## config.mk

```make
export PLATFORM = sky130hd
export DESIGN_NAME = bus_dma
export DESIGN_NICKNAME = d
export VERILOG_FILES = /design/src/rtl/bus_dma.sv
export SDC_FILE = /design/constraint.sdc
export NUM_CORES = 1
export LEC_CHECK = 0
export ABC_CLOCK_PERIOD_IN_PS = 5700
export CORE_ASPECT_RATIO = 1.25
export CORE_MARGIN = 1
export CORE_UTILIZATION = 40
export DETAILED_ROUTE_END_ITERATION = 10
export PLACE_DENSITY = 0.65
export RECOVER_POWER = 50
export SLEW_MARGIN = 5
export SYNTH_ARGS = -nofsm -noshare
export SYNTH_HDL_FRONTEND = slang
export SYNTH_SLANG_ARGS = --single-unit
```

## constraint.sdc

```tcl
create_clock -name clk -period 5.7 [get_ports clk]
set_clock_uncertainty 0.1 [all_clocks]
set_input_delay 1.425 -clock clk [delete_from_list [all_inputs] [get_ports clk]]
set_output_delay 1.425 -clock clk [all_outputs]
set_load 0.01 [all_outputs]
```

## src/rtl/bus_dma.sv

```systemverilog
// Word-copy DMA initiator with a 4-register CPU window; optional constant fill via BUS_DMA_FILL_EN.
// Latency READ_LATENCY+2 cycles per copied word (1 per word in fill); stalls in REQ until busGrant.
// Backpressure: none once granted -- the bus is held from REQ through the last WRITE.
module bus_dma #(
    parameter int READ_LATENCY = 1,
    parameter int LEN_WIDTH    = 16
) (
    input  logic        clk,
    input  logic        reset,
    input  logic        chipSelect,
    input  logic [1:0]  regSelect,
    input  logic        regWrite,
    input  logic [31:0] regDataIn,
    output logic [31:0] regDataOut,
    output logic        busRequest,
    input  logic        busGrant,
    output logic [31:0] mAddress,
    output logic        mWriteEnable,
    output logic [31:0] mDataOut,
    input  logic [31:0] mDataIn,
    output logic        irq
);

    typedef enum logic [2:0] {IDLE, REQ, READ, CAPTURE, WRITE, DONE} stateType;

    localparam logic [2:0] WAIT_LAST = 3'(READ_LATENCY - 1);

    stateType             state, nextState;
    logic [31:0]          srcAddr, dstAddr, dataReg, addrHold;
    logic [LEN_WIDTH-1:0] lenCount, lenNext;
    logic [2:0]           waitCount;
    logic                 ie, done, fillReg, fillActive;
    logic                 busy, regWr, ctrlWr, startReq, startGo, clearDone, lastWord;

    assign regWr     = chipSelect & regWrite;
    assign ctrlWr    = regWr && (regSelect == 2'd3);
    assign busy      = (state == REQ) || (state == READ) || (state == CAPTURE) || (state == WRITE);
    assign startReq  = ctrlWr && regDataIn[0] && !busy;
    assign startGo   = startReq && (lenCount != '0);
    assign clearDone = ctrlWr && regDataIn[2];
    assign lenNext   = lenCount - LEN_WIDTH'(1);
    assign lastWord  = (lenNext == '0);
    assign irq       = done & ie;
    assign mDataOut  = dataReg;

    always_comb begin
        regDataOut = 32'h0;
        case (regSelect)
            2'd0:    regDataOut = srcAddr;
            2'd1:    regDataOut = dstAddr;
            2'd2:    regDataOut = 32'(lenCount);
            default: regDataOut = {28'h0, fillReg, ie, done, busy};
        endcase
    end

    always_ff @(posedge clk) begin
        if (!reset) begin
            state <= IDLE;
        end else begin
            state <= nextState;
        end
    end

    always_comb begin
        nextState    = state;
        busRequest   = 1'b0;
        mWriteEnable = 1'b0;
        mAddress     = addrHold;
        case (state)
            IDLE, DONE: begin
                nextState = startGo ? REQ : IDLE;
            end
            REQ: begin
                busRequest = 1'b1;
                if (busGrant) begin
                    nextState = fillActive ? WRITE : READ;
                end
            end
            READ: begin
                busRequest = 1'b1;
                mAddress   = srcAddr;
                if (waitCount == WAIT_LAST) begin
                    nextState = CAPTURE;
                end
            end
            CAPTURE: begin
                busRequest = 1'b1;
                mAddress   = srcAddr;
                nextState  = WRITE;
            end
            WRITE: begin
                busRequest   = 1'b1;
                mAddress     = dstAddr;
                mWriteEnable = 1'b1;
                if (lastWord) begin
                    nextState = DONE;
                end else begin
                    nextState = fillActive ? WRITE : READ;
                end
            end
            default: nextState = IDLE;
        endcase
    end

    always_ff @(posedge clk) begin
        if (!reset) begin
            srcAddr   <= 32'h0;
            dstAddr   <= 32'h0;
            lenCount  <= '0;
            dataReg   <= 32'h0;
            addrHold  <= 32'h0;
            waitCount <= 3'd0;
            ie        <= 1'b0;
            done      <= 1'b0;
        end else begin
            addrHold <= mAddress;
            if (regWr && !busy) begin
                case (regSelect)
                    2'd0:    srcAddr  <= {regDataIn[31:2], 2'b00};
                    2'd1:    dstAddr  <= {regDataIn[31:2], 2'b00};
                    2'd2:    lenCount <= regDataIn[LEN_WIDTH-1:0];
                    default: ;
                endcase
            end
            if (ctrlWr) begin
                ie <= regDataIn[1];
            end
            // Priority, lowest first: clear, then start, then completion.
            if (clearDone) begin
                done <= 1'b0;
            end
            if (startReq) begin
                done <= (lenCount == '0);
            end
            if (state == READ) begin
                waitCount <= waitCount + 3'd1;
            end else begin
                waitCount <= 3'd0;
            end
            if (state == CAPTURE) begin
                dataReg <= mDataIn;
            end
`ifdef BUS_DMA_FILL_EN
            if (startGo && regDataIn[3]) begin
                dataReg <= srcAddr;
            end
`endif
            if (state == WRITE) begin
                if (!fillActive) begin
                    srcAddr <= srcAddr + 32'd4;
                end
                dstAddr  <= dstAddr + 32'd4;
                lenCount <= lenNext;
                if (lastWord) begin
                    done <= 1'b1;
                end
            end
        end
    end

`ifdef BUS_DMA_FILL_EN
    always_ff @(posedge clk) begin
        if (!reset) begin
            fillReg    <= 1'b0;
            fillActive <= 1'b0;
        end else begin
            if (ctrlWr) begin
                fillReg <= regDataIn[3];
            end
            if (startGo) begin
                fillActive <= regDataIn[3];
            end
        end
    end
`else
    assign fillReg    = 1'b0;
    assign fillActive = 1'b0;
`endif

endmodule

```

* Yosys cells after proc, flatten, opt, wreduce, memory -nomap -nowiden
Index checks and enable logic that the tools add are counted.
** Storage, ports and cells
- Output and inout bits :: 99
- Logic and storage cells :: 75
- Input bits :: 71
- Register bits after elaboration :: 152
** Cells by class
- Mux-type cells :: 22
- $add $sub $neg :: 4
- Eq/ne operators :: 10
- Reduce and logical (&&, ||, !) cells :: 28
- Bitwise gates (word level) :: 2
** Operator list (count)
- two-way mux 32 bit :: 6
- one-hot mux 32 bit (3 select lines) :: 1
- adder 32 x 3 -> 32 bit, second input constant :: 2
- one-hot mux 32 bit (2 select lines) :: 1
- two-way mux 16 bit :: 3
- zero test 16 bit :: 2
- nonzero test 16 bit :: 1
- subtractor 16 x 1 -> 16 bit, second input constant :: 1
- one-hot mux 3 bit (5 select lines) :: 1
- AND reduction 2 bit :: 5
- two-way mux 3 bit :: 3
- nonzero test 2 bit :: 4
- two-way mux 1 bit :: 7
- == test 3 x 2 -> 1 bit, second input constant :: 2
- == test 3 bit, second input constant :: 2
- logical AND 1 bit :: 6
- zero test 3 bit :: 2
- == test 2 bit, second input constant :: 2
- OR reduction 2 bit :: 2
- OR reduction 4 bit :: 1
- adder 3 x 1 -> 3 bit, second input constant :: 1
- == test 3 x 1 -> 1 bit, second input constant :: 1
- logical OR 1 bit :: 3
- AND 1 bit :: 2
- 5 further kinds :: 5

* Logic depth before layout (Yosys ltp)
- Depth in word-level cells :: 9
- Gate-level depth with buffers :: 9
- Gate-level depth less buffers :: 8

* Worst setup path after synthesis
No wires, ideal clock.
- Path type :: input to output
- Start point :: input port regSelect[0]
- End point :: output port regDataOut[10]
- Stages :: 4
- Buffers on the path :: 2
- Arrival :: 2.577 ns
- Slack :: 1.598 ns
- Cells stage by stage :: buf_1 clkbuf_1 mux2i_1 o21ai_0
** On the way
- Word-level cells in the longest chain between the ends :: 2
** Ends and longest elaborated chain
- start: declaration :: line 11 : input logic [1:0] regSelect,
- == test 2 bit, or another cell as far along :: line 48 : case (regSelect)
- one-hot mux 32 bit (3 select lines) * :: line 48
- end: declaration :: line 14 : output logic [31:0] regDataOut,
Mark *: on every way between the ends. The rest lies on a longest branch, timed or not.

* Worst setup path in the final report
- Start point :: input port regSelect[1]
- End point :: output port regDataOut[17]
Same word-level chain as after synthesis.

==> flow_summary.toml <==
[clock_network]
post-cts-setup-buffers = 0
cts_sinks = 148
clkTransAtPathRegs_ns = 0.07
cts_buffer_depth = 2
ctsResizeCount = 0
insertion_delay_ns = 0.42
cts_buffers = 17
h-tree-depth = 4
cts_tree = "built"
cts_hold_buf = 0
cts_root_buf = "clkbuf_16"

[critical_path]
cp.arrival_ns = 3.60
end_kind = "primary output"
crit_fanout = 20
required_ns = 4.18
critical_path_class = "input pin to primary output"
cp-start-kind = "input pin"

[power_and_ir_drop]
cellPowerDensity_mw_per_mm2 = 228
p_leak_nw = 3.86
power.total_mw = 2.38
irDropWorstVdd_mv = 0.186

[timing]
holdWs_ns = 0.350
setup_viol = 0
worst_slew_pin_slew_ns = 3.14
worst_slack_ns = 0.574
fin_crit_ns = 5.13
slew_viol_final = 131
slew_headroom_pct = -109
max_freq_mhz = 195
min_period_over_period_pct = 89.9
grt_setup_unrepaired = "no"
final_hold_viol_count = 0
setup_tns_ns = 0

[placement]
dp_slack_ns = 0.993
hpwl_mm = 18.1
gp_congestion = 0.865
port_buffers = 169

[synth]
ys_ff_latch = 148
synth_most_common_cell = "nand2_1"
async_flop_share_pct = 0
synth_top_cells_by_count = "nand2_1 (192), dfxtp_1 (148), a21oi_1 (96)"
yosysWarnings = 0
ys_seq_area_share_pct = 36.5
synth-edff-count = 0
syn-instance-count = 1066
synth-main-ff-cell = "dfxtp_1"
synth_top_area_cell = "dfxtp_1"
syn_nets = 1143
synth_top_area_share_pct = 36.5
synth_area_leaders = "dfxtp_1 (36%), nand2_1 (8.9%), a21oi_1 (5.9%)"
netlist_area_mm2 = 0.00812
syn_area_per_cell_um2 = 7.62
synth.distinct_cells = 77

[layout]
n_fill_cell = 1917
fin_util_pct = 53.1
syn2layout_area_growth_pct = 28.7
final_layout_size_suffix_gt1_share_pct = 6.11
nNetsFinal = 1259

[detailed_routing]
drt_pre_antenna_iters = 5
drt-wirelength-per-cell_um = 18.3
ant_nets = 0
vias = 8452
drc = 0
drt-total-wl_mm = 26.7
initialDrtViolationCount = 750
via_per_inst = 5.79

[floorplanning]
initial_core_util_pct = 41.3
core_mm2 = 0.0197
die_area_mm2 = 0.0209
die_w_um = 129
num_rows = 57
ios = 170
fp.dieH_um = 161

[grt]
grt-busiest-layer = "met2"
grt_antenna_before_repair = 0
grt_use_met2_pct = 42.6
grt_pass1_wl_mm = 43.1
grt_max_degree = 66
grt.total_usage_pct = 26.3
grt.overflow.total = 0
grt_pass1_vias = 7900
grtUsageMet1_pct = 34.9
use_met3_pct = 5.33

[status]
status = "complete, but fails checks"
violations = "max-capacitance violations, max-slew violations"

[job]
maxCapViolations = 2

[worst_hold_path]
min_path_type = "register to register"
[routing by layer]
| layer | share of wire (%) | vias up | wire length [um] |
|---|---|---|---|
| met4 | 1.8 | 0 | 475 |
| met2 | 47 | 361 | 12700 |
| met3 | 7.9 | 38 | 2120 |
| met1 | 43 | 3990 | 11500 |
| li1 | - | 4063 | - |
| met5 | 0 | - | 0 |
[logic make-up after synthesis]
group / after synthesis / synth area share [%]
DFF: 148 / 36.5
and+or+nand+nor: 484 / 29.8
adders and majority gates: 7 / 1.05
AOI/OAI and AO/OA: 285 / 22.2
xor gates and xnor gates: 10 / 1.08
buffers and inverters: 98 / 5.04
muxes: 34 / 4.38
[sequential cells by signal, indices dropped and copies added, names as in the netlist]
name       cells
addrHold      32
mDataOut      32
dstAddr       30
srcAddr       30
lenCount      16
state          3
waitCount      3
done           1
ie             1
[worst max-delay path, stage by stage]
cell and delay (ns):
dlygate4sd3_1 0.70, clkbuf_1 0.81, nor2_1 0.14, clkdlybuf4s50_1 0.52
[layout by cell type, fill, tap and decap left out, types with 6 or more instances in the layout]
master           synthesis  layout
nand3_1                 41      41
nand4_1                 12      12
nor2_1                  94      92
a31oi_1                  6       6
o21ai_0                 67      67
a21oi_1                 96      96
nor4_1                   8       8
dfxtp_1                148     148
clkdlybuf4s50_1          0     133
mux2i_1                 31      31
ha_1                     6       6
a211oi_1                13      13
o221ai_1                 6       6
clkbuf_16                0      17
nor3_1                  31      31
a221oi_1                11      11
clkinv_4                 0       6
a22oi_1                 28      28
and2_0                   0      11
dlygate4sd3_1            0      34
nand2_1                192     192
inv_1                   11      12
a311oi_1                 9       9
buf_4                    0      10
and2_1                  42      31
and3_1                  14      14
[stage by stage]
stage / instances / instance area [um^2]
global route: 1460 / 10500
global placement: 1428 / 9890
finish: 1461 / 10500
detailed placement: 1428 / 9890
CTS: 1460 / 10500
floorplan: 1066 / 8120
[worst paths after layout]
kind | endpoint | slack (ns) | depth (start not counted) | startpoint
max | regDataOut[17] | 0.57 | 4 | regSelect[1]
min | mDataOut[8] | 0.35 | 2 | mDataOut[8]
max reg2reg | dstAddr[28] | 2.43 | 8 | state[2]
min reg2reg | mDataOut[8] | 0.35 | 2 | mDataOut[8]
[cell type report]
type	count	area, um^2	share of cell area (%)
Sequential cell	148	2960	28.3
Inverter	12	45.0	0.431
Clock inverter	14	131	1.26
Tap cell	265	332	3.17
Multi-Input combinational cell	820	4750	45.5
Timing Repair Buffer	183	1790	17.1
Clock buffer	18	439	4.20
Antenna cell	1	2.50	0.0239
[report_power, final]
| part | leakage (nW) | switching (mW) | total (mW) | internal (mW) |
|---|---|---|---|---|
| Sequential | 1.20 | 0.0288 | 1.08 | 1.05 |
| Clock | 0.268 | 0.479 | 1.09 | 0.615 |
| Combinational | 2.39 | 0.109 | 0.207 | 0.0980 |
(Power assumes the default switching activity.)
